===== src/rtl/fifo_flags.sv =====
// fifo_flags: single-clock synchronous FIFO with first-word-fall-through output,
// occupancy count, almost-full/almost-empty flags and sticky error flags.
// Works for any depth of 2 or more, including non-power-of-two depths.
//
// Ports:
//   clk          rising-edge clock
//   rst_n        asynchronous active-low reset
//   clr          synchronous flush (pointers, count and error flags)
//   din / enq    write data / write request
//   full_n       1 = space available
//   dout / deq   head entry (valid while empty_n=1) / pop request
//   empty_n      1 = data available
//   count        current occupancy, 0..FIFO_DEPTH
//   almost_full  count >= AFULL_THRESH
//   almost_empty count <= AEMPTY_THRESH
//   overflow     sticky: an enq was dropped because the FIFO was full
//   underflow    sticky: a deq arrived while the FIFO was empty
module fifo_flags #(
    parameter int DATA_WIDTH    = 8,
    parameter int FIFO_DEPTH    = 4,
    parameter int AFULL_THRESH  = FIFO_DEPTH - 1,
    parameter int AEMPTY_THRESH = 1,
    localparam int COUNT_WIDTH  = $clog2(FIFO_DEPTH + 1)
) (
    input  logic                   clk,
    input  logic                   rst_n,
    input  logic                   clr,
    input  logic [DATA_WIDTH-1:0]  din,
    input  logic                   enq,
    output logic                   full_n,
    output logic [DATA_WIDTH-1:0]  dout,
    input  logic                   deq,
    output logic                   empty_n,
    output logic [COUNT_WIDTH-1:0] count,
    output logic                   almost_full,
    output logic                   almost_empty,
    output logic                   overflow,
    output logic                   underflow
);

    localparam int PTR_W = (FIFO_DEPTH > 1) ? $clog2(FIFO_DEPTH) : 1;

    localparam logic [PTR_W-1:0]       PTR_LAST = PTR_W'(FIFO_DEPTH - 1);
    localparam logic [COUNT_WIDTH-1:0] CNT_FULL = COUNT_WIDTH'(FIFO_DEPTH);
    localparam logic [COUNT_WIDTH-1:0] CNT_AF   = COUNT_WIDTH'(AFULL_THRESH);
    localparam logic [COUNT_WIDTH-1:0] CNT_AE   = COUNT_WIDTH'(AEMPTY_THRESH);

    logic [DATA_WIDTH-1:0]  mem [FIFO_DEPTH];
    logic [PTR_W-1:0]       wr_ptr, rd_ptr;
    logic [COUNT_WIDTH-1:0] cnt;
    logic                   ovf_q, udf_q;

    logic is_full, is_empty;
    logic wr_en, rd_en;
    logic mem_we;

    assign is_full  = (cnt == CNT_FULL);
    assign is_empty = (cnt == '0);

    // A full FIFO still takes a write when the head is popped in the same
    // cycle: the freed slot receives the new word. clr wins over both.
    assign wr_en = enq & (~is_full | deq) & ~clr;
    assign rd_en = deq & ~is_empty & ~clr;

    // Storage has no reset, so gate with rst_n to keep a write on the edge
    // coincident with reset from landing in the array.
    assign mem_we = wr_en & rst_n;

    always_ff @(posedge clk) begin
        if (mem_we) mem[wr_ptr] <= din;
    end

    always_ff @(posedge clk or negedge rst_n) begin
        if (!rst_n) begin
            wr_ptr <= '0;
            rd_ptr <= '0;
            cnt    <= '0;
            ovf_q  <= 1'b0;
            udf_q  <= 1'b0;
        end else if (clr) begin
            wr_ptr <= '0;
            rd_ptr <= '0;
            cnt    <= '0;
            ovf_q  <= 1'b0;
            udf_q  <= 1'b0;
        end else begin
            if (wr_en) wr_ptr <= (wr_ptr == PTR_LAST) ? '0 : wr_ptr + 1'b1;
            if (rd_en) rd_ptr <= (rd_ptr == PTR_LAST) ? '0 : rd_ptr + 1'b1;

            // Simultaneous write and read leave occupancy unchanged.
            if (wr_en && !rd_en)      cnt <= cnt + 1'b1;
            else if (rd_en && !wr_en) cnt <= cnt - 1'b1;

            if (enq && is_full && !deq) ovf_q <= 1'b1;
            if (deq && is_empty)        udf_q <= 1'b1;
        end
    end

    // FWFT: head entry is visible combinationally from the read pointer.
    assign dout = mem[rd_ptr];

    // Status is derived from registered count only, so there is no
    // combinational path from enq/deq to any flag.
    assign count        = cnt;
    assign full_n       = ~is_full;
    assign empty_n      = ~is_empty;
    assign almost_full  = (cnt >= CNT_AF);
    assign almost_empty = (cnt <= CNT_AE);
    assign overflow     = ovf_q;
    assign underflow    = udf_q;

endmodule


===== config.mk =====
export PLATFORM = sky130hd
export DESIGN_NAME = fifo_flags
export DESIGN_NICKNAME = d
export VERILOG_FILES = /design/src/rtl/fifo_flags.sv
export SDC_FILE = /design/constraint.sdc
export NUM_CORES = 1
export LEC_CHECK = 0
export BUFFER_PORTS_ARGS = -buffer_cell sky130_fd_sc_hd__buf_2
export CAP_MARGIN = 20
export CORE_MARGIN = 2
export CORE_UTILIZATION = 35
export CTS_BUF_LIST = sky130_fd_sc_hd__clkbuf_4 sky130_fd_sc_hd__clkbuf_8
export CTS_CLUSTER_DIAMETER = 40
export DETAILED_ROUTE_END_ITERATION = 8
export HOLD_SLACK_MARGIN = 0.06
export PLACE_DENSITY = 0.54
export SYNTH_ARGS = -nofsm -noshare
export SYNTH_HDL_FRONTEND = slang
export SYNTH_SLANG_ARGS = --single-unit

===== constraint.sdc =====
create_clock -name clk -period 1.8 [get_ports clk]
set_input_delay 0.09 -clock clk [delete_from_list [all_inputs] [get_ports clk]]
set_output_delay 0.09 -clock clk [all_outputs]
set_load 0.02 [all_outputs]

Yosys cells after proc, flatten, opt, wreduce, memory -nomap -nowiden
Memories as Yosys holds them, arrays and structs flattened. Index checks and enable logic that the tools add are counted.

Memory bits (writable): 32. Logic and storage cells: 53. Memories kept: 1. Flip-flop bits (word level): 9. Output and inout bits: 17.

Mux-type cells: 15. Reductions and logical operators: 14. Add/sub/neg operators: 4. Equal/unequal tests: 3. Bitwise operators: 9. $lt $le $gt $ge: 2.

Memory list: mem (depth 4, width 8, rd ports 1, clocked after memory_dff 0, wr ports 1, RTL line 48) `logic [DATA_WIDTH-1:0] mem [FIFO_DEPTH];`.

Operator list (number): 2-bit 2-to-1 mux (6); 3-bit 2-to-1 mux (3); 2-bit nonzero test (4); 1-bit 2-to-1 mux (6); 1-bit bitwise AND (5); 1-bit logical AND (5); 2-bit by 1-bit adder with 2-bit output, second input constant (2); 2-bit equality test, second input constant (2); 3-bit by 1-bit adder with 3-bit output, second input constant (1); 3-bit equality test, second input constant (1); 3-bit by 2-bit greater-or-equal comparator with 1-bit output, second input constant (1); 3-bit by 1-bit <= comparator with 1-bit output, second input constant (1); 1-bit zero test (3); 3-bit zero test (1); 1-bit inverter (3); 3-bit nonzero test (1); 3-bit by 1-bit subtractor with 3-bit output, second input constant (1); 1-bit OR (1).

Depth between registers and ports, before layout
Gate-level depths: netlist of run 1.

Depth after elaboration: 10. Depth in mapped cells: 7. Depth with buffers taken out: 6.

Worst setup path after synthesis of run 1
OpenSTA, ideal clock, no wires.

Kind: register to register. Start: reg cnt[0] (netlist: count[0]). End: mem mem[3][0], enable pin. Stages on the path, launching flop included: 7. Arrival: 1.839 ns. Required time: 1.468 ns. Setup time: 0.332 ns. Path buffers: 0. Setup slack: -0.371 ns. Period minus slack after synthesis: 2.171 ns. Cells stage by stage: dfrtp_1 > inv_1 > ha_1 > nand2_1 > nor2_1 > nor3b_1 > and2_1.

Longest elaborated chain between the ends: 8.

Ends and longest elaborated chain: start, declared (RTL line 50) `logic [COUNT_WIDTH-1:0] cnt;`; start signal, assigned (RTL line 91) `if (wr_en && !rd_en) cnt <= cnt + 1'b1;`; start signal, assigned (RTL line 92) `else if (rd_en && !wr_en) cnt <= cnt - 1'b1;`; 3-bit equality test (RTL line 57) `assign is_full = (cnt == CNT_FULL);`; 1-bit inverter; named net full_n (RTL line 30) `output logic full_n,`; 1-bit OR (RTL line 62) `assign wr_en = enq & (~is_full | deq) & ~clr;`; 1-bit bitwise AND (2 in a row) (RTL line 62); 1-bit bitwise AND (RTL line 67) `assign mem_we = wr_en & rst_n;`; 1-bit 2-to-1 mux (RTL line 70) `if (mem_we) mem[wr_ptr] <= din;`; 1-bit 2-to-1 mux (not written as such) (RTL line 70); end, declared (RTL line 48).

The timed path passes the listed nets, and every way through them passes these cells.

Worst setup path after layout of run 1
Start: reg cnt[1] (netlist: count[1]). End: reg cnt[2] (netlist: count[2]).

Longest elaborated chain between the ends: 8. Elaborated cells on any way between the ends: 19. Classes of those cells: add/sub: 2; eq/ne: 1; mux: 3; bitwise: 7; reduce/logical: 6.

Ends and longest elaborated chain (RTL line): 3-bit equality test / 3-bit zero test (equally long branches) (57, 58); 1-bit inverter (on tied branches) (62, 63); 1-bit OR / 1-bit bitwise AND (equally long branches) (62, 63); 1-bit bitwise AND (on tied branches) (62, 63); 1-bit bitwise AND / 1-bit zero test (equally long branches) (62, 91); 1-bit logical AND / 1-bit zero test (equally long branches) (91, 92); 3-bit 2-to-1 mux / 1-bit logical AND (equally long branches) (91, 92); 3-bit 2-to-1 mux / 3-bit nonzero test (equally long branches).

Several ways; a longest one is shown, not always the timed one. The select of a mux whose other input is x is not followed. A chain may end at the register's enable or synchronous reset.

==> impl_metrics.py, run 1 <==
metrics = {
    "cts": {
        "htreeDepth": 2,
        "clock_sinks": 41,
        "clk_pin_slew_ns": 0.08,
        "cts_max_path_buffers": 2,
        "cts_tree": "built",
        "ctsRootBufferMaster": "clkbuf_8",
        "clk_latency_ns": 0.29,
        "cts_buffers": 5,
    },
    "place": {
        "place_area_um2": 2098,
        "hpwl_mm": 2.433,
        "gp_congestion": 0.8626,
        "portBuffers": 29,
        "place_ws_ns": -0.02916,
    },
    "pwr": {
        "totalPowerFinal_mw": 3.055,
        "p_leak_nw": 0.8987,
        "ir_worst_vdd_mv": 0.4441,
        "p_per_area_nw_per_um2": 1310,
    },
    "detailed_routing": {
        "drc_errors": 0,
        "vias": 1102,
        "wl_per_cell_um": 15.00,
        "via_per_inst": 4.791,
        "first_iter_violations": 83,
        "antenna_left": 0,
        "drt_wl_total_mm": 3.449,
        "dr.pass1.iters": 5,
    },
    "layout": {
        "fin_util": 0.4566,
        "final_layout_size_suffix_gt1_frac": 0.4188,
        "diodes": 0,
        "final_cell_mix": "32 x edfxtp_1, 29 x buf_2, 11 x nor2_1",
        "final_area_um2": 2332,
        "final_common_cell": "edfxtp_1",
        "nNetsFinal": 182,
        "area_growth_pct": 25.61,
    },
    "logic_synthesis": {
        "ys_seq_area_frac": 0.6388,
        "ys_types": 31,
        "syn-cell-area_um2": 1857,
        "avgSynthCellArea_um2": 16.15,
        "ys_seq_elements": 41,
        "syn-num-nets": 138,
        "ys_warn_count": 0,
        "synthCells": 115,
    },
    "hold_path": {
        "min_path_type": "in2reg",
        "hold_start": "clr",
    },
    "die": {
        "row_count": 26,
        "start_util": 0.3635,
        "die_area_um2": 5904,
        "io_pins": 30,
        "die_y_um": 76.84,
        "fp.dieW_um": 76.84,
        "core_area_um2": 5107,
    },
    "critical_path": {
        "arrival_ns": 1.91,
        "critical_path.max_fanout": 6,
        "startpoint": "count[1]",
        "crit_type": "reg2reg",
        "worst_setup_path_start_kind": "register",
        "r2r_start": "count[1]",
        "required_ns": 2.01,
        "crit_path_end_kind": "register",
    },
    "global_routing": {
        "grt_use_met1": 0.1609,
        "grt.met3_usage": 0.03529,
        "antenna_found_initial": 0,
        "gr-total-overflow": 0,
        "grt_max_degree": 15,
        "track_usage": 0.1238,
        "grt_pass1_vias": 1111,
        "grt.busiest_layer": "met2",
        "use_met2": 0.1965,
        "grt_pass1_wl_mm": 5.526,
    },
    "sta": {
        "hold_slack_ns": 0.1082,
        "post-route-min-period_ns": 1.696,
        "finClkSkew_ns": 0.009061,
        "setup_violations": 0,
        "maxSlewViolCount": 0,
        "hold_viol": 0,
        "worst_slew_pin_slew_ns": 0.4292,
        "fin_ws_ns": 0.1041,
        "slew_headroom": 0.7139,
        "clock.fmax_mhz": 589.6,
        "finalCritPeriodShare": 0.9422,
    },
    "status": {
        "status": "finished clean",
    },
    "job": {
        "drv_cap": 0,
    },
}
[worst max-delay path: stages (launching register included)]
cell	delay, ns
dfrtp_2	0.44
inv_2	0.13
ha_4	0.22
and2b_1	0.24
a221oi_2	0.32
o21ai_1	0.12
a21oi_1	0.16
[path summary, 6_finish.rpt]
| kind | slack [ns] | depth (start not counted) | end |
|---|---|---|---|
| hold / removal | 0.11 | 2 | count[1] |
| setup / recovery | 0.10 | 6 | count[2] |
| hold reg to reg | 0.50 | 2 | underflow |
| min in group asynchronous | 0.25 | 3 | count[0] |
| max in group asynchronous | 1.40 | 3 | count[1] |
| setup reg to reg | 0.10 | 6 | count[2] |
[what timing repair did]
action / in CTS / in global routing
pin swaps: 0 / 3
hold buffers: 9 / 0
setup endpoints to repair: 32 / 33
setup buffers: 0 / 1
hold endpoints to repair: 41 / 0
gates resized for setup: 3 / 4
[final cells by class]
| type | instances | area [um2] |
|---|---|---|
| Inverter | 5 | 18.77 |
| Timing Repair Buffer | 42 | 265.3 |
| Fill cell | 469 | 2775 |
| Clock inverter | 3 | 46.29 |
| Clock buffer | 5 | 68.82 |
| Multi-Input combinational cell | 64 | 656.9 |
| Sequential cell | 41 | 1189 |
| Tap cell | 70 | 87.58 |
[cells by family after synthesis]
group / synth area share
compound gates: 0.05863
xor+xnor: 0.009436
fa+ha+maj: 0.07345
buf+inv: 0.02964
flops: 0.6388
mux: 0.1132
simple gates: 0.07682
[layer usage]
layer  wire [um]  up-vias
met5           0        -
met4          19        0
met3         128        2
met2        1714       22
met1        1586      562
li1            -      516
[through the flow]
| stage | setup TNS, ns | instances |
|---|---|---|
| after floorplan | -0.1859 | 115 |
| after detailed placement | -0.3552 | 212 |
| after CTS | 0 | 229 |
| final | 0 | 230 |
| after global routing | -0.05195 | 230 |
| after global placement | 0 | 212 |
[registers in the layout (all words and copies together) (netlist names)]
signal / flops
count: 3
mem: 32
overflow: 1
rd_ptr: 2
underflow: 1
wr_ptr: 2
[power by group]
part | internal (mW) | switching, mW | total [mW] | leakage [nW]
combinational | 0.514 | 0.633 | 1.15 | 0.438
clock | 0.415 | 0.322 | 0.737 | 0.0543
sequential | 1.09 | 0.0778 | 1.17 | 0.406
total | 2.02 | 1.03 | 3.06 | 0.899
[synth_stat cells (all sizes together)]
library cell / number / area (um2)
xnor2: 2 / 17.52
nor4b: 1 / 8.760
o221ai: 1 / 8.760
o21ba: 1 / 10.01
mux2i: 3 / 30.03
maj3: 1 / 11.26
nor3b: 1 / 7.510
a31oi: 1 / 6.260
dfrtp: 9 / 225.2
buf: 4 / 31.27
and2b: 1 / 7.510
clkbuf: 1 / 5.000
and2: 5 / 33.78
ha: 10 / 125.1
o21ai: 4 / 23.77
nand2: 3 / 11.26
a21oi: 4 / 20.02
or3: 1 / 6.260
edfxtp: 32 / 960.9
inv: 5 / 18.77
mux4: 8 / 180.2
o211a: 1 / 10.01
nor2: 11 / 41.29
a221oi: 2 / 30.03
nand2b: 3 / 26.27
Power figures use the tool's default switching activity.
==> run 2: changes to the inputs <==
--- a/config.mk
+++ b/config.mk
@@ -7,7 +7,7 @@
 export LEC_CHECK = 0
 export BUFFER_PORTS_ARGS = -buffer_cell sky130_fd_sc_hd__buf_2
 export CAP_MARGIN = 20
-export CORE_MARGIN = 2
+export CORE_MARGIN = 3
 export CORE_UTILIZATION = 35
 export CTS_BUF_LIST = sky130_fd_sc_hd__clkbuf_4 sky130_fd_sc_hd__clkbuf_8
 export CTS_CLUSTER_DIAMETER = 40
==> impl_metrics.py, run 2 (same netlist as run 1, synthesis figures left out) <==
metrics = {
    "layout": {
        "largest_register": "mem",
        "area_growth_pct": 26.75,
        "fin_util": 0.4792,
        "nNetsFinal": 182,
        "final_cell_mix": "32 x edfxtp_1, 29 x buf_2, 11 x nor2_1",
        "diodes": 0,
        "final_layout_size_suffix_gt1_frac": 0.4188,
        "largest_register_ffs": 32,
        "final_common_cell": "edfxtp_1",
        "top_regs": "mem (32), count (3)",
    },
    "pwr": {
        "p_leak_nw": 0.9076,
        "p_per_area_nw_per_um2": 1349,
        "ir_worst_vdd_mv": 0.5002,
        "totalPowerFinal_mw": 3.176,
    },
    "cts": {
        "clk_pin_slew_ns": 0.08,
        "clk_latency_ns": 0.29,
        "cts_buffers": 5,
        "ctsRootBufferMaster": "clkbuf_8",
        "clock_sinks": 41,
        "htreeDepth": 2,
        "cts_max_path_buffers": 2,
        "cts_tree": "built",
    },
    "critical_path": {
        "r2r_start": "count[0]",
        "critical_path.max_fanout": 6,
        "regToRegEndpoint": "count[2]",
        "startpoint": "count[0]",
        "required_ns": 2.01,
        "crit_path_end_kind": "register",
        "ff2ff_setup_slack_ns": 0.12,
        "r2r_cells": 6,
        "crit_end": "count[2]",
        "worst_setup_path_start_kind": "register",
        "arrival_ns": 1.90,
        "crit_type": "reg2reg",
    },
    "die": {
        "die_y_um": 78.84,
        "row_count": 25,
        "fp.dieW_um": 78.84,
        "die_area_um2": 6215,
        "start_util": 0.3781,
        "core_area_um2": 4911,
        "io_pins": 30,
    },
    "sta": {
        "setup_violations": 0,
        "slew_headroom": 0.7174,
        "rsz0062_at_grt": "no",
        "clock.fmax_mhz": 594.2,
        "maxSlewViolCount": 0,
        "fin_tns_setup_ns": 0,
        "hold_viol": 0,
        "finClkSkew_ns": 0.003002,
        "worst_slew_pin_slew_ns": 0.4239,
        "post-route-min-period_ns": 1.683,
        "finalCritPeriodShare": 0.9350,
    },
    "job": {
        "drv_cap": 0,
    },
    "detailed_routing": {
        "wl_per_cell_um": 14.08,
        "drt_wl_total_mm": 3.197,
        "dr.pass1.iters": 4,
        "first_iter_violations": 55,
        "via_per_inst": 4.546,
        "drc_errors": 0,
        "antenna_left": 0,
        "vias": 1032,
    },
    "place": {
        "hpwl_mm": 2.376,
        "portBuffers": 29,
        "gp_congestion": 0.8000,
    },
    "hold_path": {
        "min_path_type": "in2reg",
    },
    "global_routing": {
        "track_usage": 0.1133,
        "gr-total-overflow": 0,
        "grt_pass1_vias": 1082,
        "grt_pass1_wl_mm": 5.285,
        "antenna_found_initial": 0,
        "grt_max_degree": 15,
    },
    "status": {
        "status": "finished clean",
    },
}
-- run 2: changes by cell type in the layout (fill, tap and decap cells not counted) --
cell        change
clkinvlp_4      -1
nand2_4         -1
o21ai_2         -1
clkinv_4        -1
nand2_2         +1
o21ai_4         +1
bufinv_16       +1
inv_6           +1
-- run 2: critical path, cell delays in order (launching register included) --
cell and delay (ns):
dfrtp_2 0.40, inv_1 0.15, ha_4 0.22, and2b_1 0.23, a221oi_2 0.33, o21ai_1 0.11, a21oi_1 0.17
-- run 2: worst min-delay path by stage --
| stage | startpoint | endpoint | slack (ns) | depth (start not counted) |
|---|---|---|---|---|
| 5_1_grt | clr | count[1] | 0.1 | 2 |
| 3_3_place_gp | rst_n | underflow | -0.03 | 1 |
| 2_1_floorplan | rst_n | count[0] | -0.21 | 0 |
| 3_5_place_dp | rst_n | underflow | -0.04 | 1 |
| 4_1_cts | clr | count[1] | 0.09 | 2 |
| 6_report | clr | count[1] | 0.10 | 2 |
-- run 2: area by class of cell --
cell class                      instances  area [um2]
Clock buffer                            5       68.82
Clock inverter                          3       68.82
Fill cell                             436        2557
Inverter                                5       18.77
Multi-Input combinational cell         64       659.4
Sequential cell                        41        1189
Tap cell                               67       83.83
Timing Repair Buffer                   42       265.3
-- run 2: metal layers --
| metal | GRT usage | up-vias | routed length, um |
|---|---|---|---|
| li1 | - | 516 | - |
| met1 | 0.1473 | 497 | 1466 |
| met2 | 0.1817 | 15 | 1574 |
| met3 | 0.02834 | 4 | 112 |
| met4 | 0.04639 | 0 | 44 |
| met5 | 0 | - | 0 |
-- run 2: timing repair --
item                                    in CTS  in global routing
setup buffers                                0                  0
endpoints found under the hold margin       41                  0
resized for setup                            0                  7
endpoints found under the setup margin       0                 34
hold buffers                                 9                  0
-- run 2: power by group --
group / total (mW) / switching (mW) / internal, mW
clock: 0.877 / 0.319 / 0.558
combinational: 1.13 / 0.611 / 0.520
sequential: 1.17 / 0.0741 / 1.09
total: 3.18 / 1.00 / 2.17
-- run 2: stage by stage --
| stage | cell area, um2 | worst slack (ns) | hold slack [ns] | std cells |
|---|---|---|---|---|
| after floorplan | 1879 | -0.005810 | -0.2056 | 115 |
| after global placement | 2102 | 0.09426 | -0.03430 | 210 |
| after detailed placement | 2102 | 0.02881 | -0.03862 | 210 |
| after CTS | 2330 | 0.01177 | 0.09498 | 227 |
| after global routing | 2354 | 0.02544 | 0.09931 | 227 |
| final | 2354 | 0.1170 | 0.1002 | 227 |
